<file path="config.mk">
export PLATFORM = sky130hd
export DESIGN_NAME = ddr2_init_seq
export DESIGN_NICKNAME = d
export VERILOG_FILES = /design/src/rtl/ddr2_init_seq.sv
export SDC_FILE = /design/constraint.sdc
export NUM_CORES = 1
export LEC_CHECK = 0
export ABC_CLOCK_PERIOD_IN_PS = 1700
export BUFFER_PORTS_ARGS = -buffer_cell sky130_fd_sc_hd__buf_2
export CAP_MARGIN = 10
export CORE_ASPECT_RATIO = 2
export CORE_MARGIN = 1
export CORE_UTILIZATION = 30
export DETAILED_ROUTE_END_ITERATION = 10
export PLACE_DENSITY = 0.48
export SLEW_MARGIN = 20
export SYNTH_ARGS = -nofsm -noshare
export SYNTH_HDL_FRONTEND = slang
export SYNTH_SLANG_ARGS = --single-unit
</file>
<file path="constraint.sdc">
create_clock -name clk -period 1.7 [get_ports clk]
set_input_delay 0.17 -clock clk [delete_from_list [all_inputs] [get_ports clk]]
set_output_delay 0.17 -clock clk [all_outputs]
set_load 0.03 [all_outputs]
</file>
<file path="src/rtl/ddr2_init_seq.sv">
// ddr2_init_seq - JEDEC DDR2 power-up initialisation sequencer.
// Drives the DFI control fields from reset release through the complete
// init sequence (CKE wait, PRECHARGE ALL, EMRS2/3/1, MRS with DLL reset,
// refreshes, OCD default/exit), then raises init_done and parks on NOP.
// Optional build macro: DDR2_INIT_FAST_SIM_EN (shortens T_PWRUP/T_NOP/T_DLL
// to 16/4/8 cycles for simulation; all other spacings unchanged).

`ifndef DRAM_CS_WIDTH
`define DRAM_CS_WIDTH 1
`endif
`ifndef DRAM_BA_WIDTH
`define DRAM_BA_WIDTH 3
`endif
`ifndef DRAM_ADDR_WIDTH
`define DRAM_ADDR_WIDTH 14
`endif

module ddr2_init_seq #(
    parameter int unsigned T_PWRUP    = 32'd40000,
    parameter int unsigned T_NOP      = 32'd80,
    parameter int unsigned T_RP       = 32'd3,
    parameter int unsigned T_MRD      = 32'd2,
    parameter int unsigned T_RFC      = 32'd26,
    parameter int unsigned T_DLL      = 32'd200,
    parameter logic [12:0] MR_VALUE   = 13'h0442,
    parameter logic [12:0] EMR1_VALUE = 13'h0004
) (
    input  logic                        clk,
    input  logic                        rst_n,
    output logic                        cke,
    output logic [`DRAM_CS_WIDTH-1:0]   cs_n,
    output logic                        ras_n,
    output logic                        cas_n,
    output logic                        we_n,
    output logic [`DRAM_BA_WIDTH-1:0]   ba,
    output logic [`DRAM_ADDR_WIDTH-1:0] addr,
    output logic                        odt,
    output logic                        init_done,
    output logic                        init_busy
);

    localparam int CS_W   = `DRAM_CS_WIDTH;
    localparam int BA_W   = `DRAM_BA_WIDTH;
    localparam int ADDR_W = `DRAM_ADDR_WIDTH;

    // Raw timing values; the fast-sim build shortens only the long waits.
`ifdef DDR2_INIT_FAST_SIM_EN
    localparam int unsigned RAW_PWRUP = 32'd16;
    localparam int unsigned RAW_NOP   = 32'd4;
    localparam int unsigned RAW_DLL   = 32'd8;
`else
    localparam int unsigned RAW_PWRUP = T_PWRUP;
    localparam int unsigned RAW_NOP   = T_NOP;
    localparam int unsigned RAW_DLL   = T_DLL;
`endif

    // A spacing of zero would mean "same cycle", which cannot happen: clamp to one.
    function automatic int unsigned clamp1(input int unsigned v);
        if (v == 32'd0) begin
            return 32'd1;
        end else begin
            return v;
        end
    endfunction

    function automatic int unsigned max_u(input int unsigned a, input int unsigned b);
        if (a > b) begin
            return a;
        end else begin
            return b;
        end
    endfunction

    localparam int unsigned EFF_PWRUP = clamp1(RAW_PWRUP);
    localparam int unsigned EFF_NOP   = clamp1(RAW_NOP);
    localparam int unsigned EFF_RP    = clamp1(T_RP);
    localparam int unsigned EFF_MRD   = clamp1(T_MRD);
    localparam int unsigned EFF_RFC   = clamp1(T_RFC);
    localparam int unsigned EFF_DLL   = clamp1(RAW_DLL);

    localparam int unsigned MAX_T = max_u(max_u(max_u(EFF_PWRUP, EFF_NOP), max_u(EFF_RP, EFF_MRD)), EFF_RFC);
    localparam int CNT_W = $clog2(MAX_T + 32'd1);
    localparam int DLL_W = $clog2(EFF_DLL + 32'd1);

    // Counters hold "cycles remaining minus one": zero means the next edge may issue.
    localparam logic [CNT_W-1:0] LD_PWRUP = CNT_W'(EFF_PWRUP - 32'd1);
    localparam logic [CNT_W-1:0] LD_NOP   = CNT_W'(EFF_NOP - 32'd1);
    localparam logic [CNT_W-1:0] LD_RP    = CNT_W'(EFF_RP - 32'd1);
    localparam logic [CNT_W-1:0] LD_MRD   = CNT_W'(EFF_MRD - 32'd1);
    localparam logic [CNT_W-1:0] LD_RFC   = CNT_W'(EFF_RFC - 32'd1);
    localparam logic [DLL_W-1:0] LD_DLL   = DLL_W'(EFF_DLL - 32'd1);

    // Command encodings {cs_n, ras_n, cas_n, we_n}.
    localparam logic [3:0] CMD_DESEL = 4'b1111;
    localparam logic [3:0] CMD_NOP   = 4'b0111;
    localparam logic [3:0] CMD_PRE   = 4'b0010;
    localparam logic [3:0] CMD_REF   = 4'b0001;
    localparam logic [3:0] CMD_MRS   = 4'b0000;

    // Address patterns for the mode-register writes.
    localparam logic [ADDR_W-1:0] ONE_A    = {{(ADDR_W-1){1'b0}}, 1'b1};
    localparam logic [ADDR_W-1:0] A8_BIT   = ONE_A << 4'd8;
    localparam logic [ADDR_W-1:0] A10_BIT  = ONE_A << 4'd10;
    localparam logic [ADDR_W-1:0] OCD_MASK = (ONE_A << 4'd7) | (ONE_A << 4'd8) | (ONE_A << 4'd9);
    localparam logic [ADDR_W-1:0] MR_BASE  = ADDR_W'(MR_VALUE);
    localparam logic [ADDR_W-1:0] EMR_BASE = ADDR_W'(EMR1_VALUE);
    localparam logic [ADDR_W-1:0] ADDR_MR_DLLRST = MR_BASE | A8_BIT;
    localparam logic [ADDR_W-1:0] ADDR_MR_NORMAL = MR_BASE & ~A8_BIT;
    localparam logic [ADDR_W-1:0] ADDR_EMR_OCDX  = EMR_BASE & ~OCD_MASK;
    localparam logic [ADDR_W-1:0] ADDR_EMR_OCDD  = (EMR_BASE & ~OCD_MASK) | OCD_MASK;

    localparam logic [BA_W-1:0] BA_0 = BA_W'(2'd0);
    localparam logic [BA_W-1:0] BA_1 = BA_W'(2'd1);
    localparam logic [BA_W-1:0] BA_2 = BA_W'(2'd2);
    localparam logic [BA_W-1:0] BA_3 = BA_W'(2'd3);

    // Each command state means "waiting to issue this command".
    typedef enum logic [4:0] {
        S_IDLE         = 5'd0,
        S_WAIT_PWRUP   = 5'd1,
        S_CKE_HIGH     = 5'd2,
        S_EMRS2        = 5'd3,
        S_EMRS3        = 5'd4,
        S_EMRS1        = 5'd5,
        S_MRS_DLLRST   = 5'd6,
        S_PRE2         = 5'd7,
        S_REF1         = 5'd8,
        S_REF2         = 5'd9,
        S_MRS          = 5'd10,
        S_OCD_DEF      = 5'd11,
        S_OCD_EXIT     = 5'd12,
        S_DONE_WAIT    = 5'd13,
        S_DONE         = 5'd14
    } state_t;

    state_t              r_state;
    logic [CNT_W-1:0]    r_cnt;
    logic [DLL_W-1:0]    r_dll;
    logic                r_cke;
    logic [3:0]          r_cmd;
    logic [BA_W-1:0]     r_ba;
    logic [ADDR_W-1:0]   r_addr;
    logic                r_odt;
    logic                r_done;
    logic                r_busy;

    logic                w_cnt_zero;
    logic                w_dll_zero;

    assign w_cnt_zero = (r_cnt == '0);
    assign w_dll_zero = (r_dll == '0);

    // Sequencer: state, spacing/DLL down-counters and every registered DFI output.
    always_ff @(posedge clk or negedge rst_n) begin
        if (!rst_n) begin
            r_state <= S_IDLE;
            r_cnt   <= '0;
            r_dll   <= '0;
            r_cke   <= 1'b0;
            r_cmd   <= CMD_DESEL;
            r_ba    <= '0;
            r_addr  <= '0;
            r_odt   <= 1'b0;
            r_done  <= 1'b0;
            r_busy  <= 1'b0;
        end else begin
            // Defaults: NOP on the bus, both counters count down and stick at zero.
            r_cmd  <= CMD_NOP;
            r_ba   <= '0;
            r_addr <= '0;
            r_odt  <= 1'b0;
            if (!w_cnt_zero) begin
                r_cnt <= r_cnt - 1'b1;
            end else begin
                r_cnt <= '0;
            end
            if (!w_dll_zero) begin
                r_dll <= r_dll - 1'b1;
            end else begin
                r_dll <= '0;
            end

            case (r_state)
                S_IDLE: begin
                    r_cke   <= 1'b0;
                    r_cmd   <= CMD_DESEL;
                    r_busy  <= 1'b1;
                    r_done  <= 1'b0;
                    r_cnt   <= LD_PWRUP;
                    r_state <= S_WAIT_PWRUP;
                end
                S_WAIT_PWRUP: begin
                    if (w_cnt_zero) begin
                        r_cke   <= 1'b1;
                        r_cnt   <= LD_NOP;
                        r_state <= S_CKE_HIGH;
                    end else begin
                        r_cmd <= CMD_DESEL;
                    end
                end
                S_CKE_HIGH: begin
                    if (w_cnt_zero) begin
                        r_cmd   <= CMD_PRE;
                        r_addr  <= A10_BIT;
                        r_cnt   <= LD_RP;
                        r_state <= S_EMRS2;
                    end else begin
                        r_cmd <= CMD_NOP;
                    end
                end
                S_EMRS2: begin
                    if (w_cnt_zero) begin
                        r_cmd   <= CMD_MRS;
                        r_ba    <= BA_2;
                        r_cnt   <= LD_MRD;
                        r_state <= S_EMRS3;
                    end else begin
                        r_cmd <= CMD_NOP;
                    end
                end
                S_EMRS3: begin
                    if (w_cnt_zero) begin
                        r_cmd   <= CMD_MRS;
                        r_ba    <= BA_3;
                        r_cnt   <= LD_MRD;
                        r_state <= S_EMRS1;
                    end else begin
                        r_cmd <= CMD_NOP;
                    end
                end
                S_EMRS1: begin
                    if (w_cnt_zero) begin
                        r_cmd   <= CMD_MRS;
                        r_ba    <= BA_1;
                        r_addr  <= ADDR_EMR_OCDX;
                        r_cnt   <= LD_MRD;
                        r_state <= S_MRS_DLLRST;
                    end else begin
                        r_cmd <= CMD_NOP;
                    end
                end
                S_MRS_DLLRST: begin
                    if (w_cnt_zero) begin
                        r_cmd   <= CMD_MRS;
                        r_ba    <= BA_0;
                        r_addr  <= ADDR_MR_DLLRST;
                        r_cnt   <= LD_MRD;
                        r_dll   <= LD_DLL;
                        r_state <= S_PRE2;
                    end else begin
                        r_cmd <= CMD_NOP;
                    end
                end
                S_PRE2: begin
                    if (w_cnt_zero) begin
                        r_cmd   <= CMD_PRE;
                        r_addr  <= A10_BIT;
                        r_cnt   <= LD_RP;
                        r_state <= S_REF1;
                    end else begin
                        r_cmd <= CMD_NOP;
                    end
                end
                S_REF1: begin
                    if (w_cnt_zero) begin
                        r_cmd   <= CMD_REF;
                        r_cnt   <= LD_RFC;
                        r_state <= S_REF2;
                    end else begin
                        r_cmd <= CMD_NOP;
                    end
                end
                S_REF2: begin
                    if (w_cnt_zero) begin
                        r_cmd   <= CMD_REF;
                        r_cnt   <= LD_RFC;
                        r_state <= S_MRS;
                    end else begin
                        r_cmd <= CMD_NOP;
                    end
                end
                S_MRS: begin
                    if (w_cnt_zero) begin
                        r_cmd   <= CMD_MRS;
                        r_ba    <= BA_0;
                        r_addr  <= ADDR_MR_NORMAL;
                        r_cnt   <= LD_MRD;
                        r_state <= S_OCD_DEF;
                    end else begin
                        r_cmd <= CMD_NOP;
                    end
                end
                S_OCD_DEF: begin
                    // Waits for both the MRS spacing and the DLL lock time.
                    if (w_cnt_zero && w_dll_zero) begin
                        r_cmd   <= CMD_MRS;
                        r_ba    <= BA_1;
                        r_addr  <= ADDR_EMR_OCDD;
                        r_cnt   <= LD_MRD;
                        r_state <= S_OCD_EXIT;
                    end else begin
                        r_cmd <= CMD_NOP;
                    end
                end
                S_OCD_EXIT: begin
                    if (w_cnt_zero) begin
                        r_cmd   <= CMD_MRS;
                        r_ba    <= BA_1;
                        r_addr  <= ADDR_EMR_OCDX;
                        r_cnt   <= LD_MRD;
                        r_state <= S_DONE_WAIT;
                    end else begin
                        r_cmd <= CMD_NOP;
                    end
                end
                S_DONE_WAIT: begin
                    if (w_cnt_zero) begin
                        r_done  <= 1'b1;
                        r_busy  <= 1'b0;
                        r_state <= S_DONE;
                    end else begin
                        r_cmd <= CMD_NOP;
                    end
                end
                S_DONE: begin
                    r_cke  <= 1'b1;
                    r_done <= 1'b1;
                    r_busy <= 1'b0;
                end
                default: begin
                    // Unreachable encoding: fall back to a full restart with the bus deselected.
                    r_cke   <= 1'b0;
                    r_cmd   <= CMD_DESEL;
                    r_done  <= 1'b0;
                    r_busy  <= 1'b0;
                    r_cnt   <= '0;
                    r_dll   <= '0;
                    r_state <= S_IDLE;
                end
            endcase
        end
    end

    assign cke       = r_cke;
    assign cs_n      = {CS_W{r_cmd[3]}};
    assign ras_n     = r_cmd[2];
    assign cas_n     = r_cmd[1];
    assign we_n      = r_cmd[0];
    assign ba        = r_ba;
    assign addr      = r_addr;
    assign odt       = r_odt;
    assign init_done = r_done;
    assign init_busy = r_busy;

endmodule

</file>
Word level (Yosys, flattened, before mapping)
Cells that the tools add are included.
Operators by class
  $add $sub $neg: 2
  equal/unequal tests: 27
  multiplexer cells: 46
  bitwise logic cells: 3
  reductions and logical operators: 15
Operator list (number)
  one-hot mux 16 bit (7 select lines): 1
  two-way mux 16 bit: 6
  one-hot mux 5 bit (15 select lines): 1
  two-way mux 5 bit: 13
  one-hot mux 11 bit (5 select lines): 1
  == test 5 x 4 -> 1 bit, second input constant: 7
  two-way mux 11 bit: 3
  != test 2 bit, second input constant: 13
  one-hot mux 4 bit (6 select lines): 1
  OR reduction 12 bit: 2
  == test 5 x 3 -> 1 bit, second input constant: 4
  logical NOT 16 bit: 1
  two-way mux 8 bit: 2
  one-hot mux 8 bit (2 select lines): 1
  subtractor 16 x 1 -> 16 bit, second input constant: 1
  two-way mux 3 bit: 5
  AND reduction 14 bit: 1
  OR reduction 14 bit: 1
  == test 5 x 2 -> 1 bit, second input constant: 2
  two-way mux 10 bit: 1
  one-hot mux 1 bit (3 select lines): 3
  logical NOT 8 bit: 1
  one-hot mux 2 bit (4 select lines): 1
  OR reduction 2 bit: 4
  10 further kinds: 17
Word-level totals
  register bits: 53
  input bits: 2
  output and inout bits: 25
  logic and storage cells: 102

Longest topological paths before layout
Gate-level depths: netlist (run 1).
  depth in word-level cells: 4
  depth in mapped cells: 8
  gate-level depth less buffers: 6

Worst setup path before layout (run 1)
OpenSTA, ideal clock, no wires.
  path kind: register to register
  start point: register r_cnt[0]
  end point: register r_cnt[2]
  library setup time: 0.137 ns
  data arrival time: 1.679 ns
  required time: 1.563 ns
  slack: -0.116 ns
  cell stages (with the launch flop): 9
  path buffers: 2
  clock period less this slack: 1.816 ns
  path through: dfrtp_1 -> inv_1 -> ha_1 -> nor4b_1 -> nand4_1 -> buf_2 -> buf_2 -> a21boi_0 -> o22ai_1
Between the ends
  cells in the longest elaborated chain, start to end: 4
  elaborated cells between the ends (all ways): 10
  classes of those cells: add/sub (1); mux (7); reduce/logical (2)
RTL lines
  start: declaration: line 137  | logic [CNT_W-1:0] r_cnt;
  start signal: assignment: line 173  | r_cnt <= r_cnt - 1'b1;
  subtractor 16 x 1 -> 16 bit or logical NOT 16 bit (tied branches): line 173, 150
  two-way mux 16 bit or logical AND 1 bit (tied branches): line 172, 295
  two-way mux 16 bit (on tied branches)
  one-hot mux 16 bit (7 select lines) *: line 183  | case (r_state)
Mark *: on every way between the ends. The rest lies on a longest branch, timed or not.
A chain may end at the register's enable or synchronous reset.

Worst setup path after layout (run 1)
  start point: register r_cnt[4]
  end point: register r_state[1]
Between the ends
  cells in the longest elaborated chain, start to end: 4
  elaborated cells between the ends (all ways): 16
  classes of those cells: eq/ne (13); reduce/logical (3)
RTL lines
  logical NOT 16 bit *: line 150  | assign w_cnt_zero = (r_cnt == '0);
  logical AND 1 bit: line 295  | if (w_cnt_zero && w_dll_zero) begin
  != test 2 bit (no source line)
  AND reduction 14 bit (no source line) *
  end signal: assignment: line 156  | r_state <= S_IDLE;
  end signal: assignment: line 300  | r_state <= S_OCD_EXIT;
  end signal: assignment: line 311  | r_state <= S_DONE_WAIT;
  end: declaration: line 136  | state_t r_state;
Marked as above.

==> impl_metrics.toml, run 1 <==
[global_routing]
first_global_vias = 2266
initial_antenna_violation_count = 0
globalRoute.totalOverflow = 0
grt_first_pass_wirelength_mm = 11.1
grt_start_max_net_pins = 27
total_routing_resource_utilization_after_global_routing_pct = 17.2

[synthesis]
seq_area_frac_synth_pct = 42.4
syn_avg_cell_area_um2 = 9.06
ys_warn_count = 0
top_post_synthesis_cells_by_count = "sky130_fd_sc_hd__dfrtp_1 (38), sky130_fd_sc_hd__nor2_1 (27), sky130_fd_sc_hd__nand2_1 (23)"
syn_area_mm2 = 0.00249
synth.area.top_cells = "sky130_fd_sc_hd__dfrtp_1 (38%), sky130_fd_sc_hd__dfstp_2 (4.2%), sky130_fd_sc_hd__nor2_1 (4.1%)"
synthesis.instances = 275
post_synth_arst_share_pct = 100
synth.largest_area_cell = "sky130_fd_sc_hd__dfrtp_1"
synth_enable_flop_cells = 0
synth-main-ff-cell = "sky130_fd_sc_hd__dfrtp_1"
ys_ff_latch = 42
yosysTopAreaCellShare_pct = 38.2
number_of_distinct_library_cells_after_synthesis = 58
most_frequent_cell_after_synthesis = "sky130_fd_sc_hd__dfrtp_1"

[place]
postPlaceCellArea_mm2 = 0.00301
placedCellCount = 417
dp.final_hpwl_mm = 5.04
weighted_congestion_at_the_end_of_routability_driven_global_placement = 0.816
port-buffer-count = 17

[detailed_routing]
drtAntennaViolNets = 0
drc = 0
num_vias = 2239
drt_first_iter_violations = 42
routed_via_density = 5.14
routedWlPerCell_um = 15.7
detail_route.first_pass.iterations = 4
finalWirelength_mm = 6.85

[setup_path]
startpoint_type = "register"
endpoint_arrival_time_on_the_critical_path_ps = 1940
setup.worst_path.class = "reg2reg"
crit_path_max_fanout = 5
timing.critical_path.to_type = "register"
required_ps = 1940

[floorplanning]
core_mm2 = 0.00800
initial_utilization_pct = 31.2
fp.dieW_um = 66.5
io-pin-count = 27
rows = 46
full_die_area_mm2 = 0.00870
die_y_um = 131

[cells_and_area]
register_area_mm2 = 0.00106
drive_above_1_share_pct = 36.8
final_nets = 344
fillCellCount = 787
antenna-diode-count = 0
multiInputGateArea_mm2 = 0.00143
flow.area_growth_from_synthesis_pct = 37.1
postLayoutCellArea_mm2 = 0.00342
finalNonFillerCells = 436

[timing]
highest_attainable_clock_frequency_mhz = 586
finalSetupViolations = 1
min_period_ps = 1710
rsz0062_at_grt = "yes"
final.setup.worst_slack_ps = -6.90
finalMaxSlewViolations = 0
timing.final.crit_share_pct = 100
fin_skew_ps = 8.84
fin_worst_hold_slack_ps = 364
timing_hold_violations_final = 0

[job]
maxCapViolCount = 0

[clock_network]
cts_inserted_buffers = 5
max-clock-path-buffers = 2
clock_insertion_delay_worst_skew_ps = 290
clock_sinks = 42
clkTransAtPathRegs_ps = 70
htree_num_levels = 2
cts.root.buffer_cell = "sky130_fd_sc_hd__clkbuf_16"
cts_tree = "yes"

[min_path]
worstHoldPathType = "in2async"

[power]
power.density_mw_per_mm2 = 598
overall_power_of_the_completed_layout_mw = 2.05
vdd.ir_drop.worst_mv = 0.331
power_leakage_nw = 1.51

[status]
status = "finished with violations"
violations = "negative setup slack"
## metrics by stage
stage                     TNS, ps  util [%]  setup WS [ps]
after detailed placement    -1260      37.6           -161
after floorplan                 0         -           12.3
after global placement      -1090      37.6           -182
after global routing        -1090      42.7           -115
after CTS                   -19.7      40.5          -19.7
final                       -6.90      42.7          -6.90
## layout by cell type (no fill, tap or decap), drive strengths merged, types with 3 or more instances in the layout
cell | synthesis | final
nand3 | 10 | 10
dfstp | 4 | 4
buf | 20 | 77
o22ai | 3 | 3
dfrtp | 38 | 38
nor2b | 4 | 4
o21ai | 13 | 13
nand2b | 3 | 3
nor4 | 4 | 4
a21boi | 3 | 3
inv | 7 | 8
nor3 | 11 | 11
xor2 | 11 | 11
clkbuf | 10 | 6
conb | 1 | 9
xnor2 | 3 | 3
a21oi | 16 | 16
nand2 | 23 | 23
nor2 | 27 | 27
nand4 | 6 | 6
o31ai | 5 | 5
a21o | 4 | 4
ha | 3 | 3
and2 | 3 | 3
o221ai | 4 | 4
mux2i | 4 | 4
## repair_timing
action                     4_1_cts  5_1_grt
setup endpoints to repair       28       32
hold buffers                     1        0
hold endpoints to repair        16        0
setup buffers                    5        4
cloned                           0        1
gates resized for setup         12       27
pin swaps                        4        8
## kinds of logic after synthesis
group | Yosys count | share of synthesized area, %
compound gates | 69 | 18.9
xor+xnor | 14 | 4.92
fa+ha+maj | 3 | 1.51
buf+inv | 37 | 7.83
flops | 42 | 42.4
mux | 4 | 1.61
other cells | 1 | 0.150
simple gates | 105 | 22.7
## per-layer routing
metal / vias to the layer above / GRT usage, % / wire (µm)
li1: 1095 / - / -
met1: 1080 / 17.0 / 2510
met2: 51 / 33.4 / 3950
met3: 13 / 1.74 / 159
met4: 0 / 9.89 / 225
met5: - / 0 / 0
## critical path: stages, from the launching register on
cell	delay, ps
sky130_fd_sc_hd__dfrtp_1	400
sky130_fd_sc_hd__nor4_4	290
sky130_fd_sc_hd__buf_4	190
sky130_fd_sc_hd__and4_4	240
sky130_fd_sc_hd__buf_12	130
sky130_fd_sc_hd__buf_12	100
sky130_fd_sc_hd__and2_4	160
sky130_fd_sc_hd__o22a_1	130
## flip-flops by register name, summed over array words and instances, names as in the netlist
name / cells
r_dll: 8
init_done: 1
r_cmd: 4
addr: 5
r_state: 4
cke: 1
r_cnt: 16
ba: 2
init_busy: 1
## power breakdown
| group | switching (mW) | internal, mW |
|---|---|---|
| logic | 0.0483 | 0.00691 |
| registers | 0 | 1.00 |
| clock network | 0.438 | 0.552 |
| total | 0.486 | 1.56 |
## area by class of cell
| class | instances | area share [%] |
|---|---|---|
| clock buffers | 5 | 3.66 |
| clock inverters | 3 | 0.732 |
| inverters | 7 | 0.769 |
| multi-input cells | 204 | 41.8 |
| flip-flops and latches | 42 | 30.9 |
| well taps | 96 | 3.52 |
| repair buffers | 79 | 18.6 |
## final timing paths
kind | start | to | slack, ps | cells past startpoint
setup reg to reg | r_cnt[4] | r_state[1] | -7 | 7
min in group clk | init_busy | init_busy | 550 | 2
setup / recovery | r_cnt[4] | r_state[1] | -7 | 7
hold reg to reg | init_busy | init_busy | 550 | 2
max in group asynchronous | rst_n | r_cmd[3] | 740 | 3
hold / removal | rst_n | addr[10] | 360 | 2
No activity file was read; power rests on OpenSTA's default activity.
==> run 2: changes to the inputs <==
--- a/config.mk
+++ b/config.mk
@@ -13,6 +13,8 @@
 export CORE_UTILIZATION = 30
 export DETAILED_ROUTE_END_ITERATION = 10
 export PLACE_DENSITY = 0.48
+export REMOVE_ABC_BUFFERS = 1
+export SETUP_SLACK_MARGIN = 0.3
 export SLEW_MARGIN = 20
 export SYNTH_ARGS = -nofsm -noshare
 export SYNTH_HDL_FRONTEND = slang
==> run 2 against run 1 <==
The flow still finishes with violations (negative setup slack). First-iteration DRC count is 24% higher. Design area is 3.9% higher. Routed wire length is 3.4% higher. Fmax is 1.4% lower. Critical path depth is 2 lower. Global-route usage is 0.77 points higher. Sequential power hardly changed. Hold slack better by 27 ps. Final cell count is 0.46% higher.
==> impl_metrics.toml, run 2 (synthesis results as in run 1) <==
[timing]
timing.final.crit_share_pct = 102
finalSetupViolations = 9
final.setup.worst_slack_ps = -31.3
rsz0062_at_grt = "yes"
timing_hold_violations_final = 0
highest_attainable_clock_frequency_mhz = 578
min_period_ps = 1730
fin_skew_ps = 3.31
finalMaxSlewViolations = 0
fin_worst_hold_slack_ps = 391

[cells_and_area]
final_nets = 346
largest_register_ffs = 16
fillCellCount = 799
finalNonFillerCells = 438
mostFrequentLayoutCells = "sky130_fd_sc_hd__buf_4 (46), sky130_fd_sc_hd__dfrtp_1 (38), sky130_fd_sc_hd__nor2_1 (24)"
largest-register = "r_cnt"
multiInputGateArea_mm2 = 0.00150
register_area_mm2 = 0.00106
drive_above_1_share_pct = 41.5
layout.cells.most_common = "sky130_fd_sc_hd__buf_4"
flow.area_growth_from_synthesis_pct = 42.5
antenna-diode-count = 0

[global_routing]
globalRoute.totalOverflow = 0
initial_antenna_violation_count = 0
first_global_vias = 2407
grt_first_pass_wirelength_mm = 11.5
grt_start_max_net_pins = 23
total_routing_resource_utilization_after_global_routing_pct = 18.0

[floorplanning]
full_die_area_mm2 = 0.00870
initial_utilization_pct = 31.2
io-pin-count = 27
die_y_um = 131
rows = 46
core_mm2 = 0.00800
fp.dieW_um = 66.5

[place]
weighted_congestion_at_the_end_of_routability_driven_global_placement = 0.799
dp.final_hpwl_mm = 5.06
placedCellCount = 415
port-buffer-count = 17

[detailed_routing]
finalWirelength_mm = 7.08
routedWlPerCell_um = 16.2
drtAntennaViolNets = 0
routed_via_density = 5.23
detail_route.first_pass.iterations = 4
drt_first_iter_violations = 52
drc = 0
num_vias = 2292

[clock_network]
clock_sinks = 42
cts.root.buffer_cell = "sky130_fd_sc_hd__clkbuf_16"
clock_insertion_delay_worst_skew_ps = 290
max-clock-path-buffers = 2
cts_inserted_buffers = 5
htree_num_levels = 2
clkTransAtPathRegs_ps = 60
cts_tree = "yes"

[setup_path]
critical_path.top_delay_family = "simple AND/OR/NAND/NOR gates"
crit_path_max_incr_delay_ps = 390
startpoint_type = "register"
cp_cell_sequence = "nor4_2, nand4_1, buf_4, buf_12, a311o_1"
critical_path.n_buffers_inverters = 2
crit_path_max_fanout = 6
required_ps = 1870
endpoint_arrival_time_on_the_critical_path_ps = 1910
setup.worst_path.class = "reg2reg"
critPathSlowestCell = "sky130_fd_sc_hd__dfrtp_1"
timing.critical_path.to_type = "register"

[status]
status = "finished with violations"
violations = "negative setup slack"

[power]
internal_power_consumption_mw = 1.70
clkPwrFrac_pct = 51.2
power_leakage_nw = 1.59
power.density_mw_per_mm2 = 609
power_switching_mw = 0.461
p_seq_share_pct = 46.3
power.share.switching_pct = 21.3
combinationalPowerShare_pct = 2.5
vdd.ir_drop.worst_mv = 0.484

[min_path]
worstHoldPathType = "in2async"

[job]
maxCapViolCount = 0
run 2: cell types whose count changed in the layout (fill, tap and decap cells not counted), moves of 3 or more:
cell / before / now
sky130_fd_sc_hd__a21oi_1: 13 / 4
sky130_fd_sc_hd__buf_4: 52 / 46
sky130_fd_sc_hd__nor2_1: 27 / 24
sky130_fd_sc_hd__o21ai_2: 1 / 4
sky130_fd_sc_hd__a21oi_2: 3 / 12
sky130_fd_sc_hd__buf_6: 4 / 10
run 2: worst paths after layout:
check	startpoint	slack, ps	depth (start not counted)	end
worst max-delay path	r_cnt[11]	-30	5	r_cnt[15]
worst min-delay path	rst_n	390	2	ba[0]
worst max register to register	r_cnt[11]	-30	5	r_cnt[15]
worst min register to register	init_busy	560	2	init_busy
max in group asynchronous	rst_n	740	3	r_cmd[1]
min in group clk	init_busy	560	2	init_busy
run 2: final cells by class:
| type | instances | share of cell area [%] |
|---|---|---|
| clock inverter | 2 | 1.06 |
| tap | 96 | 3.38 |
| sequential | 42 | 29.7 |
| inverter | 7 | 0.740 |
| multi-input combinational | 204 | 42.4 |
| clock buffer | 6 | 3.63 |
| timing repair buffer | 81 | 19.1 |
run 2: repair_timing:
item,CTS,global route
hold buffers,1,0
buffers inserted,5,6
cloned,1,2
resized for setup,62,14
pin swaps,8,14
endpoints found under the setup margin,42,42
endpoints found under the hold margin,17,0
run 2: routing by layer:
layer	vias to the layer above	wire length, µm	track usage (%)	share of wire (%)
li1	1100	-	-	-
met1	1141	2620	17.7	37
met2	35	4090	35.0	58
met3	16	138	2.95	1.9
met4	0	238	8.64	3.4
met5	-	0	0	0
run 2: power by group through the flow:
stage	registers, mW	clock network, mW	logic [mW]
floorplan	1.02	0	0.0257
global placement	1.02	0	0.0535
detailed placement	1.02	0	0.0536
CTS	1.00	1.13	0.0557
global route	0.999	1.16	0.0604
finish	1.00	1.11	0.0543
run 2: worst reg2reg max path, cell delays in order (launching register included):
cell	delay [ps]
sky130_fd_sc_hd__dfrtp_1	390
sky130_fd_sc_hd__nor4_2	390
sky130_fd_sc_hd__nand4_1	230
sky130_fd_sc_hd__buf_4	210
sky130_fd_sc_hd__buf_12	140
sky130_fd_sc_hd__a311o_1	260
run 2: stage by stage:
| step | area [µm²] | setup WS (ps) | power (mW) | TNS [ps] | util [%] |
|---|---|---|---|---|---|
| after global routing | 3550 | -124 | 2.22 | -2570 | 44.4 |
| after floorplan | 2350 | -999 | 1.04 | -29420 | - |
| after CTS | 3420 | -4.62 | 2.19 | -4.62 | 42.8 |
| after global placement | 2960 | -81.5 | 1.07 | -1000 | 37.1 |
| final | 3550 | -31.3 | 2.16 | -134 | 44.4 |
| after detailed placement | 2960 | -162 | 1.07 | -2490 | 37.1 |
==> run 3: changes to the inputs <==
--- a/config.mk
+++ b/config.mk
@@ -8,7 +8,6 @@
 export ABC_CLOCK_PERIOD_IN_PS = 1700
 export BUFFER_PORTS_ARGS = -buffer_cell sky130_fd_sc_hd__buf_2
 export CAP_MARGIN = 10
-export CORE_ASPECT_RATIO = 2
 export CORE_MARGIN = 1
 export CORE_UTILIZATION = 30
 export DETAILED_ROUTE_END_ITERATION = 10
==> run 3 against run 2 <==
The flow still finishes with violations (negative setup slack). Global-route usage decreased by 1.9 points. Critical path depth grew 2. Via count decreased by 3.3%. Hold slack lost 13 ps.
==> impl_metrics.toml, run 3 (synthesis results as in run 1) <==
[status]
status = "finished with violations"
violations = "negative setup slack"

[cells_and_area]
layout.cells.most_common = "sky130_fd_sc_hd__buf_4"
largest_register_ffs = 16
final_core_density_pct = 44.0
largest-register = "r_cnt"
drive_above_1_share_pct = 40.4
mostFrequentLayoutCells = "sky130_fd_sc_hd__buf_4 (51), sky130_fd_sc_hd__dfrtp_1 (38), sky130_fd_sc_hd__nor2_1 (23)"
final_nets = 343
fillCellCount = 767
multiInputGateArea_mm2 = 0.00151
antenna-diode-count = 0
flow.area_growth_from_synthesis_pct = 39.3
finalNonFillerCells = 441
register_area_mm2 = 0.00106

[place]
weighted_congestion_at_the_end_of_routability_driven_global_placement = 0.757
dp_worst_setup_slack_ps = -203
port-buffer-count = 17
placedCellCount = 423
dp.final_hpwl_mm = 4.61

[clock_network]
htree_num_levels = 2
clock_insertion_delay_worst_skew_ps = 310
clock_sinks = 42
cts_inserted_buffers = 5
cts_tree = "yes"
max-clock-path-buffers = 2
clkTransAtPathRegs_ps = 90
cts.root.buffer_cell = "sky130_fd_sc_hd__clkbuf_8"

[timing]
worst_slew_pin_slew_ps = 526
fin_skew_ps = 12.9
max-slew-margin-rel_pct = 64.7
rsz0062_at_grt = "yes"
final.setup.worst_slack_ps = -59.5
finalMaxSlewViolations = 0
timing_hold_violations_final = 0
min_period_ps = 1760
finalSetupViolations = 9
timing.final.crit_share_pct = 103
highest_attainable_clock_frequency_mhz = 568

[global_routing]
grt_start_max_net_pins = 25
globalRoute.totalOverflow = 0
total_routing_resource_utilization_after_global_routing_pct = 16.1
grt_first_pass_wirelength_mm = 10.8
first_global_vias = 2128
initial_antenna_violation_count = 0

[power]
vdd.ir_drop.worst_mv = 0.357
power_leakage_nw = 1.51
power.density_mw_per_mm2 = 590
overall_power_of_the_completed_layout_mw = 2.05

[setup_path]
timing.critical_path.mode_cell = "sky130_fd_sc_hd__buf_6"
required_ps = 1900
critPathSlowestCell = "sky130_fd_sc_hd__dfrtp_1"
crit_path_max_incr_delay_ps = 390
setup.worst_path.class = "reg2reg"
crit_path_max_fanout = 6
timing.critical_path.to_type = "register"
startpoint_type = "register"
critical_path.n_buffers_inverters = 3
cp_cell_sequence = "nor4_2, buf_4, nand4_1, buf_6, buf_6, o21ba_4, o22a_1"
endpoint_arrival_time_on_the_critical_path_ps = 1960
critical_path.top_delay_family = "buffers and inverters"

[floorplanning]
initial_utilization_pct = 31.6
full_die_area_mm2 = 0.00868
core_mm2 = 0.00789
io-pin-count = 27
fp.dieW_um = 93.2
die_y_um = 93.2
rows = 32

[detailed_routing]
finalWirelength_mm = 6.62
routed_via_density = 5.03
drc = 0
detail_route.first_pass.iterations = 4
num_vias = 2217
routedWlPerCell_um = 15.0
drtAntennaViolNets = 0
drt_first_iter_violations = 79

[job]
maxCapViolCount = 0

[min_path]
worstHoldPathType = "in2async"
-- run 3: power by group --
part	leakage [nW]	total [mW]	internal, mW	switching, mW
logic	0.915	0.0546	0.00690	0.0477
registers	0.521	0.998	0.998	0
clock network	0.0714	0.994	0.627	0.367
-- run 3: repair_timing --
action	CTS	global route
pin swaps	11	21
hold buffers	1	0
setup buffers	3	6
setup endpoints to repair	42	42
endpoints found under the hold margin	15	0
gates cloned	0	0
resized for setup	28	35
-- run 3: per-layer routing --
layer / routed length (µm) / track usage (%)
met1: 3150 / 21.7
met4: 68 / 4.74
met3: 157 / 3.01
met2: 3250 / 26.2
met5: 0 / 0
-- run 3: cell type report --
class / instances / area share [%]
multi-input cells: 204 / 43.6
flip-flops and latches: 42 / 30.4
repair buffers: 78 / 17.4
well taps: 102 / 3.68
clock buffers: 6 / 2.38
clock inverters: 2 / 1.73
inverters: 7 / 0.757
-- run 3: per-stage QoR --
stage / TNS [ps] / hold slack, ps / area (µm²)
finish: -337 / 377 / 3470
global route: -2610 / 418 / 3470
CTS: -210 / 401 / 3270
detailed placement: -3440 / 177 / 2990
global placement: -916 / 168 / 2990
floorplan: -29420 / -126 / 2350
-- run 3: worst register-to-register path, stage by stage (launching register included) --
cell and delay (ps):
sky130_fd_sc_hd__dfrtp_1 390, sky130_fd_sc_hd__nor4_2 270, sky130_fd_sc_hd__buf_4 200, sky130_fd_sc_hd__nand4_1 150
sky130_fd_sc_hd__buf_6 180, sky130_fd_sc_hd__buf_6 130, sky130_fd_sc_hd__o21ba_4 180, sky130_fd_sc_hd__o22a_1 160
-- run 3: worst paths after layout --
kind | slack (ps) | endpoint | depth (start not counted) | start
worst max-delay path | -60 | r_state[1] | 7 | r_cnt[4]
worst min-delay path | 380 | ba[1] | 2 | rst_n
worst max register to register | -60 | r_state[1] | 7 | r_cnt[4]
worst min register to register | 540 | init_busy | 2 | init_busy
max in group asynchronous | 750 | r_cmd[3] | 3 | rst_n
min in group clk | 540 | init_busy | 2 | init_busy
